### config.mk
export PLATFORM = sky130hd
export DESIGN_NAME = sent_div_arbiter
export DESIGN_NICKNAME = d
export VERILOG_FILES = /design/src/rtl/sent_div_arbiter.sv
export SDC_FILE = /design/constraint.sdc
export NUM_CORES = 1
export LEC_CHECK = 0
export BUFFER_PORTS_ARGS = -buffer_cell sky130_fd_sc_hd__buf_4
export CAP_MARGIN = 15
export CORE_AREA = 10 10 171 173
export DETAILED_ROUTE_END_ITERATION = 7
export DIE_AREA = 0 0 181 183
export GPL_ROUTABILITY_DRIVEN = 0
export PLACE_DENSITY_LB_ADDON = 0.05
export SETUP_SLACK_MARGIN = 0.2
export SLEW_MARGIN = 10
export SYNTH_ARGS = -nofsm -noshare
export SYNTH_HDL_FRONTEND = slang
export SYNTH_SLANG_ARGS = --single-unit
### constraint.sdc
create_clock -name clk -period 5 [get_ports clk]
set_input_delay 0.5 -clock clk [delete_from_list [all_inputs] [get_ports clk]]
set_output_delay 0.5 -clock clk [all_outputs]
set_load 0.005 [all_outputs]
### src/rtl/sent_div_arbiter.sv
// Round-robin arbiter sharing one pipelined divider among NUM_REQ requesters; results are routed back via an in-order tag FIFO.
// Optional SENT_DIV_ROUND_EN: issue dividend + divisor/2 for a round-to-nearest quotient.
module sent_div_arbiter #(
  parameter int unsigned NUM_REQ         = 4,
  parameter int unsigned MAX_OUTSTANDING = 32
) (
  input  logic                    clk,
  input  logic                    rst,
  input  logic [NUM_REQ-1:0]      req_valid,
  output logic [NUM_REQ-1:0]      req_ready,
  input  logic [32*NUM_REQ-1:0]   req_dividend,
  input  logic [32*NUM_REQ-1:0]   req_divisor,
  output logic [NUM_REQ-1:0]      rsp_valid,
  output logic [31:0]             rsp_quotient,
  output logic [31:0]             rsp_remainder,
  output logic                    div_divisor_tvalid,
  output logic                    div_dividend_tvalid,
  output logic [31:0]             div_divisor_tdata,
  output logic [31:0]             div_dividend_tdata,
  input  logic                    div_dout_tvalid,
  input  logic [63:0]             div_dout_tdata,
  output logic                    err_orphan
);

  localparam int unsigned TW = $clog2(NUM_REQ);
  localparam int unsigned AW = (MAX_OUTSTANDING > 1) ? $clog2(MAX_OUTSTANDING) : 1;
  localparam int unsigned CW = AW + 1;

  logic [TW-1:0]        rr_q, rr_d;
  logic [CW-1:0]        cnt_q, cnt_d;
  logic [AW-1:0]        wr_q, rd_q;
  logic [TW-1:0]        tag_mem_q [MAX_OUTSTANDING];
  logic [NUM_REQ-1:0]   rsp_valid_q;
  logic [31:0]          rsp_quot_q, rsp_rem_q;
  logic                 div_tvalid_q;
  logic [31:0]          div_dvd_q, div_dvs_q;
  logic                 err_q;

  logic [TW-1:0]        cand;
  logic [TW-1:0]        sel_idx;
  logic                 sel_found;
  logic                 can_issue;
  logic                 accept;
  logic                 pop;
  logic                 orphan;
  logic [31:0]          sel_dividend, sel_divisor, issue_dividend;

  // First valid requester at or after rr_q, wrapping.
  always_comb begin
    sel_found = 1'b0;
    sel_idx   = '0;
    cand      = '0;
    for (int unsigned k = 0; k < NUM_REQ; k++) begin
      cand = TW'((32'(rr_q) + k) % NUM_REQ);
      if (!sel_found && req_valid[cand]) begin
        sel_found = 1'b1;
        sel_idx   = cand;
      end
    end
  end

  // Ready comes from the registered count only, so a same-cycle pop never frees a slot.
  assign can_issue = (cnt_q < CW'(MAX_OUTSTANDING));
  assign accept    = sel_found && can_issue && !rst;
  assign req_ready = accept ? (NUM_REQ'(1) << sel_idx) : '0;

  assign pop    = div_dout_tvalid && (cnt_q != '0);
  assign orphan = div_dout_tvalid && (cnt_q == '0);

  assign sel_dividend = req_dividend[32*sel_idx +: 32];
  assign sel_divisor  = req_divisor[32*sel_idx +: 32];

`ifdef SENT_DIV_ROUND_EN
  assign issue_dividend = sel_dividend + (sel_divisor >> 1);
`else
  assign issue_dividend = sel_dividend;
`endif

  always_comb begin
    rr_d = rr_q;
    if (accept) begin
      rr_d = (sel_idx == TW'(NUM_REQ - 1)) ? '0 : sel_idx + TW'(1);
    end
  end

  always_comb begin
    cnt_d = cnt_q;
    case ({accept, pop})
      2'b10:   cnt_d = cnt_q + CW'(1);
      2'b01:   cnt_d = cnt_q - CW'(1);
      default: cnt_d = cnt_q;
    endcase
  end

  always_ff @(posedge clk or posedge rst) begin
    if (rst) begin
      rr_q         <= '0;
      cnt_q        <= '0;
      wr_q         <= '0;
      rd_q         <= '0;
      rsp_valid_q  <= '0;
      rsp_quot_q   <= '0;
      rsp_rem_q    <= '0;
      div_tvalid_q <= 1'b0;
      div_dvd_q    <= '0;
      div_dvs_q    <= '0;
      err_q        <= 1'b0;
    end else begin
      rr_q         <= rr_d;
      cnt_q        <= cnt_d;
      div_tvalid_q <= accept;
      if (accept) begin
        div_dvd_q <= issue_dividend;
        div_dvs_q <= sel_divisor;
        wr_q      <= wr_q + AW'(1);
      end
      if (pop) begin
        rsp_valid_q <= NUM_REQ'(1) << tag_mem_q[rd_q];
        rsp_quot_q  <= div_dout_tdata[63:32];
        rsp_rem_q   <= div_dout_tdata[31:0];
        rd_q        <= rd_q + AW'(1);
      end else begin
        rsp_valid_q <= '0;
      end
      if (orphan) begin
        err_q <= 1'b1;
      end
    end
  end

  // Tag storage needs no reset: occupancy is tracked by the pointers and count.
  always_ff @(posedge clk) begin
    if (accept) begin
      tag_mem_q[wr_q] <= sel_idx;
    end
  end

  assign rsp_valid           = rsp_valid_q;
  assign rsp_quotient        = rsp_quot_q;
  assign rsp_remainder       = rsp_rem_q;
  assign div_divisor_tvalid  = div_tvalid_q;
  assign div_dividend_tvalid = div_tvalid_q;
  assign div_divisor_tdata   = div_dvs_q;
  assign div_dividend_tdata  = div_dvd_q;
  assign err_orphan          = err_q;

endmodule
==> flow_summary_export.csv, run 1 <==
group,metric,value,unit
power_and_ir_drop,p_leak,7.24,nW
worst_setup_path,critPathTopFamily,"buffers and inverters",
detailed_routing,vias_per_cell,5.08,
grt,grt-ovfl-total,0,
detailed_routing,post_drt_wl_per_cell,21.9,um
power_and_ir_drop,power.switching,0.00252,W
detailed_routing,dr.pass1.iters,5,
yosys,ys_types,48,
grt,antenna_found_initial,0,
yosys,syn_area,0.0103,mm2
timing,setup_viol,0,
timing,fin_setup_tns,0,ns
worst_setup_path,slowest_delay,0.46,ns
finish,final_cell_mix,"buf_4, nand2_1, dfrtp_1, mux2i_1",
detailed_routing,via_count,8765,
worst_setup_path,cp.required,4.50,ns
power_and_ir_drop,seq_power_share,0.365,
worst_setup_path,startpoint_type,"register",
cts,clock_path_buffers,3,
finish,layout_commonest_cell,"buf_4",
grt,grt_max_degree,111,
timing,hold_violations,0,
worst_setup_path,crit_type,"register to output port",
power_and_ir_drop,pwr-share-clk,0.246,
die,start_util,0.399,
timing,tightest_slew,1.05,ns
detailed_routing,drt_drc_violations_left,0,
power_and_ir_drop,vdd_drop_max,333,uV
power_and_ir_drop,comb_power_share,0.389,
cts,hold_buffers,0,
cts,cts_buffers,24,
timing,fin_crit_sh,0.591,
yosys,synth_area_leaders,"dfrtp_1, edfxtp_1, mux2i_1",
cts,clock-root-buffer,"clkbuf_16",
timing,rsz0062_at_grt,"false",
timing,max_freq,339,MHz
grt,use_met2,0.383,
yosys,synth_fp_nets,1276,
die,coreArea,0.0258,mm2
finish,diodes,0,
cts,cts_max_level,1,
timing,slew_violations,0,
run,drv_cap,0,
placement,hpwl,28900,um
detailed_routing,ant_nets,0,
yosys,synthFlopType,"dfrtp_1",
worst_setup_path,crit_fanout,36,
yosys,synthArstFlopShare,0.704,
placement,io_buffer_count,465,
detailed_routing,drt_iter0_markers,476,
grt,grt_pass1_wl,56300,um
grt,use_met3,0.0667,
worst_setup_path,crit_chain,"nand2b_1 > a311o_1 > inv_2 > ha_1 > and2_1 > buf_4",
grt,track_usage,0.215,
status,status,"finished, final reports clean",
cts,clk_pin_slew,0.06,ns
finish,drive_gt1_frac,0.380,
hold_path,hold_path.class,"input pin to register",
die,chipWidth,181,um
cts,cts_tree,"yes",
yosys,synth_top_area_cell,"dfrtp_1",
grt,grt-busiest-layer,"met2",
power_and_ir_drop,power,0.00735,W
finish,syn_to_final_growth,44.1,%
yosys,ys_warn_count,0,
cts,cts_resized,0,
worst_setup_path,arrival,2.45,ns
cts,clk_latency,0.53,ns
worst_setup_path,cp_num_buf_inv,2,
power_and_ir_drop,switching_share,0.344,
die,die_h,183,um
power_and_ir_drop,intPower,0.00482,W
timing,post-route-min-period,2.95,ns
yosys,ys_ff_latch,216,
timing,slew_headroom,0.300,
grt,use_met1,0.248,
cts,cts_setup_buffers,0,
worst_setup_path,cpMaxStageDelayCell,"inv_2",
die,dieArea,0.0331,mm2
finish,nets,1713,
yosys,syn_area_per_cell,11.0,um2
power_and_ir_drop,power_density,496,mW/mm2
worst_setup_path,end_kind,"output port",
finish,num-fill-cells,2238,
placement,dpl-instance-area,0.0140,mm2
yosys,synthCells,937,
detailed_routing,totalWireLength,37700,um
die,ios,466,
grt,grt_pass1_vias,9233,
cts,cts.sinks,216,
finish,post-route-cell-area,0.0148,mm2
timing,hold_ws,0.169,ns
yosys,synth-edff-count,64,
timing,finalClockSkew,0.0238,ns
die,num_rows,59,
yosys,yosysSeqAreaShare,0.557,
yosys,synth_top_area_frac,0.370,
-- worst min-delay path, delay by kind of cell --
kind / cells / cell delay, ns
buf+inv: 1 / 0.08
simple gates: 2 / 0.09
-- per-stage QoR --
step / util / worst slack (ns) / std cells
after floorplan: - / 0.407 / 937
after global placement: 0.544 / 2.19 / 1683
after detailed placement: 0.544 / 2.11 / 1683
after CTS: 0.575 / 1.99 / 1725
after global routing: 0.575 / 1.87 / 1725
final: 0.575 / 2.05 / 1725
-- synthesized netlist by cell type (3+ instances only) --
| cell type | count |
|---|---|
| edfxtp_1 | 64 |
| inv_1 | 5 |
| nand3_1 | 8 |
| buf_2 | 23 |
| a22oi_1 | 6 |
| inv_2 | 3 |
| o221ai_1 | 64 |
| xnor2_1 | 9 |
| nor3_1 | 4 |
| a21oi_1 | 7 |
| nand2b_1 | 5 |
| and2_1 | 5 |
| mux4_1 | 5 |
| xor2_1 | 5 |
| dfrtp_1 | 152 |
| a21o_1 | 3 |
| ha_1 | 12 |
| nand3b_1 | 3 |
| nor2_1 | 47 |
| mux2i_1 | 145 |
| mux4_2 | 3 |
| clkbuf_1 | 36 |
| o21ai_0 | 5 |
| nor2b_1 | 3 |
| nand2_1 | 283 |
| a211o_1 | 3 |
| nand4_1 | 4 |
-- area by class of cell --
cell class	instances	area, um2	area share
tap	335	419	0.0283
clock inverter	11	164	0.0111
multi-input combinational	650	4270	0.288
sequential	216	5730	0.386
inverter	8	35.0	0.00236
timing repair buffer	474	3570	0.241
clock buffer	31	637	0.0430
-- power by group through the flow --
| stage | Clock, W | Sequential (W) | Combinational (W) |
|---|---|---|---|
| floorplan | 0 | 0.00260 | 0.00168 |
| global placement | 0 | 0.00269 | 0.00288 |
| detailed placement | 0 | 0.00269 | 0.00291 |
| CTS | 0.00185 | 0.00268 | 0.00290 |
| global route | 0.00193 | 0.00276 | 0.00314 |
| finish | 0.00181 | 0.00268 | 0.00286 |
-- layer usage --
layer | vias to the layer above | share of wire
met3 | 41 | 0.079
met4 | 0 | 0.019
met2 | 321 | 0.52
met5 | - | 0
met1 | 4219 | 0.38
li1 | 4184 | -
-- registers in the layout, indices dropped and copies added, names as in the netlist, 4 cells and up --
| register | flops |
|---|---|
| tag_mem_q | 64 |
| rd_q | 5 |
| div_divisor_tdata | 32 |
| div_dividend_tdata | 32 |
| rsp_quotient | 32 |
| rsp_remainder | 32 |
| rsp_valid | 4 |
| wr_q | 5 |
| cnt_q | 6 |
-- path summary, 6_finish.rpt --
check	start	end	slack, ns	depth (start not counted)
setup / recovery	rr_q[1]	req_ready[3]	2.05	6
hold / removal	div_dout_tdata[61]	rsp_quotient[29]	0.17	3
setup reg to reg	rr_q[1]	div_dividend_tdata[20]	2.30	6
hold reg to reg	rsp_quotient[11]	rsp_quotient[11]	0.47	2
max in group asynchronous	rst	rsp_quotient[18]	3.61	3
min in group asynchronous	rst	wr_q[1]	0.24	2
-- cells by family (layout without fill, tap and decap cells) --
family / count (synthesis) / after routing / synth area share
simple gates: 370 / 370 / 0.145
buf+inv: 71 / 524 / 0.0302
flops: 216 / 216 / 0.557
xor+xnor: 14 / 14 / 0.0119
compound gates: 98 / 98 / 0.0781
mux: 156 / 156 / 0.164
fa+ha+maj: 12 / 12 / 0.0146
(Power assumes the default switching activity.)
==> run 2, diff against run 1 <==
==> constraint.sdc (replaced) <==
create_clock -name clk -period 3.03 [get_ports clk]
set_input_delay 0.303 -clock clk [delete_from_list [all_inputs] [get_ports clk]]
set_output_delay 0.303 -clock clk [all_outputs]
set_load 0.005 [all_outputs]
==> run 2 against run 1 <==
Effect of this change:
- first-iteration DRC count increased by 23%
- die area unchanged
- via count increased by 5.1%
- cell area increased by 4.9%
- highest routed layer unchanged
==> flow_summary_export.csv, run 2 (synthesis gave the netlist of run 1 again) <==
group,metric,value,unit
status,status,"finished, final reports clean",
cts,cts_setup_buffers,0,
timing,finalClockSkew,0.0124,ns
worst_setup_path,arrival,2.37,ns
power_and_ir_drop,vdd_drop_max,476,uV
run,drv_cap,0,
cts,cts_tree,"yes",
finish,utilization,0.603,
cts,clock-root-buffer,"clkbuf_16",
timing,post-route-min-period,2.68,ns
timing,fin_setup_tns,0,ns
finish,largest_reg_flops,64,
power_and_ir_drop,p_leak,7.55,nW
detailed_routing,totalWireLength,39400,um
grt,antenna_found_initial,1,
die,dieArea,0.0331,mm2
power_and_ir_drop,power,0.0121,W
finish,num-fill-cells,2127,
die,die_h,183,um
cts,clk_latency,0.51,ns
timing,setup_viol,0,
detailed_routing,drt_drc_violations_left,0,
grt,track_usage,0.224,
timing,max_freq,373,MHz
finish,final_cell_mix,"buf_4, nand2_1, dfrtp_1, mux2i_1",
die,num_rows,59,
die,ios,466,
detailed_routing,ant_nets,0,
placement,io_buffer_count,465,
timing,slew_headroom,0.468,
detailed_routing,dr.pass1.iters,5,
worst_setup_path,end_kind,"output port",
cts,hold_buffers,63,
worst_setup_path,crit_fanout,18,
power_and_ir_drop,power_density,778,mW/mm2
hold_path,hold_path.class,"input pin to register",
cts,cts_resized,0,
worst_setup_path,startpoint,"rr_q[1]",
detailed_routing,via_count,9212,
finish,syn_to_final_growth,51.1,%
cts,cts_buffers,25,
timing,fin_crit_sh,0.884,
timing,hold_violations,0,
finish,drive_gt1_frac,0.365,
timing,rsz0062_at_grt,"false",
finish,top_register,"tag_mem_q",
worst_setup_path,crit_type,"register to output port",
worst_setup_path,reg2reg_from,"cnt_q[3]",
worst_setup_path,cp.required,2.73,ns
cts,clk_pin_slew,0.05,ns
die,chipWidth,181,um
detailed_routing,drt_iter0_markers,584,
timing,slew_violations,0,
grt,grt_max_degree,73,
timing,tightest_slew,0.798,ns
detailed_routing,post_drt_wl_per_cell,21.9,um
die,start_util,0.399,
worst_setup_path,startpoint_type,"register",
grt,grt_pass1_wl,58700,um
cts,clock_path_buffers,3,
cts,cts.sinks,216,
grt,grt-ovfl-total,0,
cts,cts_max_level,1,
finish,nets,1786,
die,coreArea,0.0258,mm2
grt,grt_pass1_vias,9790,
detailed_routing,vias_per_cell,5.12,
hold_path,min_from,"div_dout_tdata[6]",
placement,hpwl,29800,um
finish,layout_commonest_cell,"buf_4",
## run 2: through the flow
stage               cell area, um2  instances  setup slack (ns)  hold WS (ns)
CTS                          15500       1798             0.285       0.00236
finish                       15500       1799             0.353        0.0192
floorplan                    10300        937             0.258         0.408
global placement             14200       1692             0.587         0.459
detailed placement           14200       1692             0.526         0.457
global route                 15500       1799             0.211        0.0177
## run 2: worst max-delay path: stages, from the launching register on
cell      delay, ns
dfrtp_1        0.43
nor3b_1        0.21
a211oi_1       0.10
nor2_4         0.49
inv_1          0.14
ha_1           0.20
and2_1         0.13
buf_4          0.14
## run 2: final timing paths
path / to / slack, ns / cells after the start
hold reg to reg: rsp_remainder[7] / 0.47 / 2
hold / removal: rsp_remainder[6] / 0.02 / 3
min in group asynchronous: div_divisor_tdata[6] / 0.49 / 3
setup / recovery: req_ready[1] / 0.35 / 7
max in group asynchronous: div_divisor_tdata[20] / 1.70 / 4
setup reg to reg: cnt_q[4] / 0.52 / 12
## run 2: layout make-up
cell class                 count  area (um2)  area share
tap                          335         419      0.0270
clock inverter                 4        17.5     0.00113
inverter                       8        33.8     0.00217
antenna                        1        2.50    0.000161
timing repair buffer         546        4360       0.280
clock buffer                  39         718      0.0462
multi-input combinational    650        4270       0.275
sequential                   216        5730       0.368
## run 2: power breakdown
group	internal [W]	switching (W)	total [W]
sequential	0.00383	0.000620	0.00445
clock	0.00161	0.00114	0.00275
combinational	0.00246	0.00244	0.00490
total	0.00790	0.00420	0.0121
## run 2: metal layers
| layer | vias to the layer above | global-route usage | part of all wire |
|---|---|---|---|
| met5 | - | 0 | 0 |
| met2 | 368 | 0.395 | 0.52 |
| li1 | 4333 | - | - |
| met3 | 55 | 0.0659 | 0.080 |
| met4 | 0 | 0.0664 | 0.026 |
| met1 | 4456 | 0.260 | 0.38 |
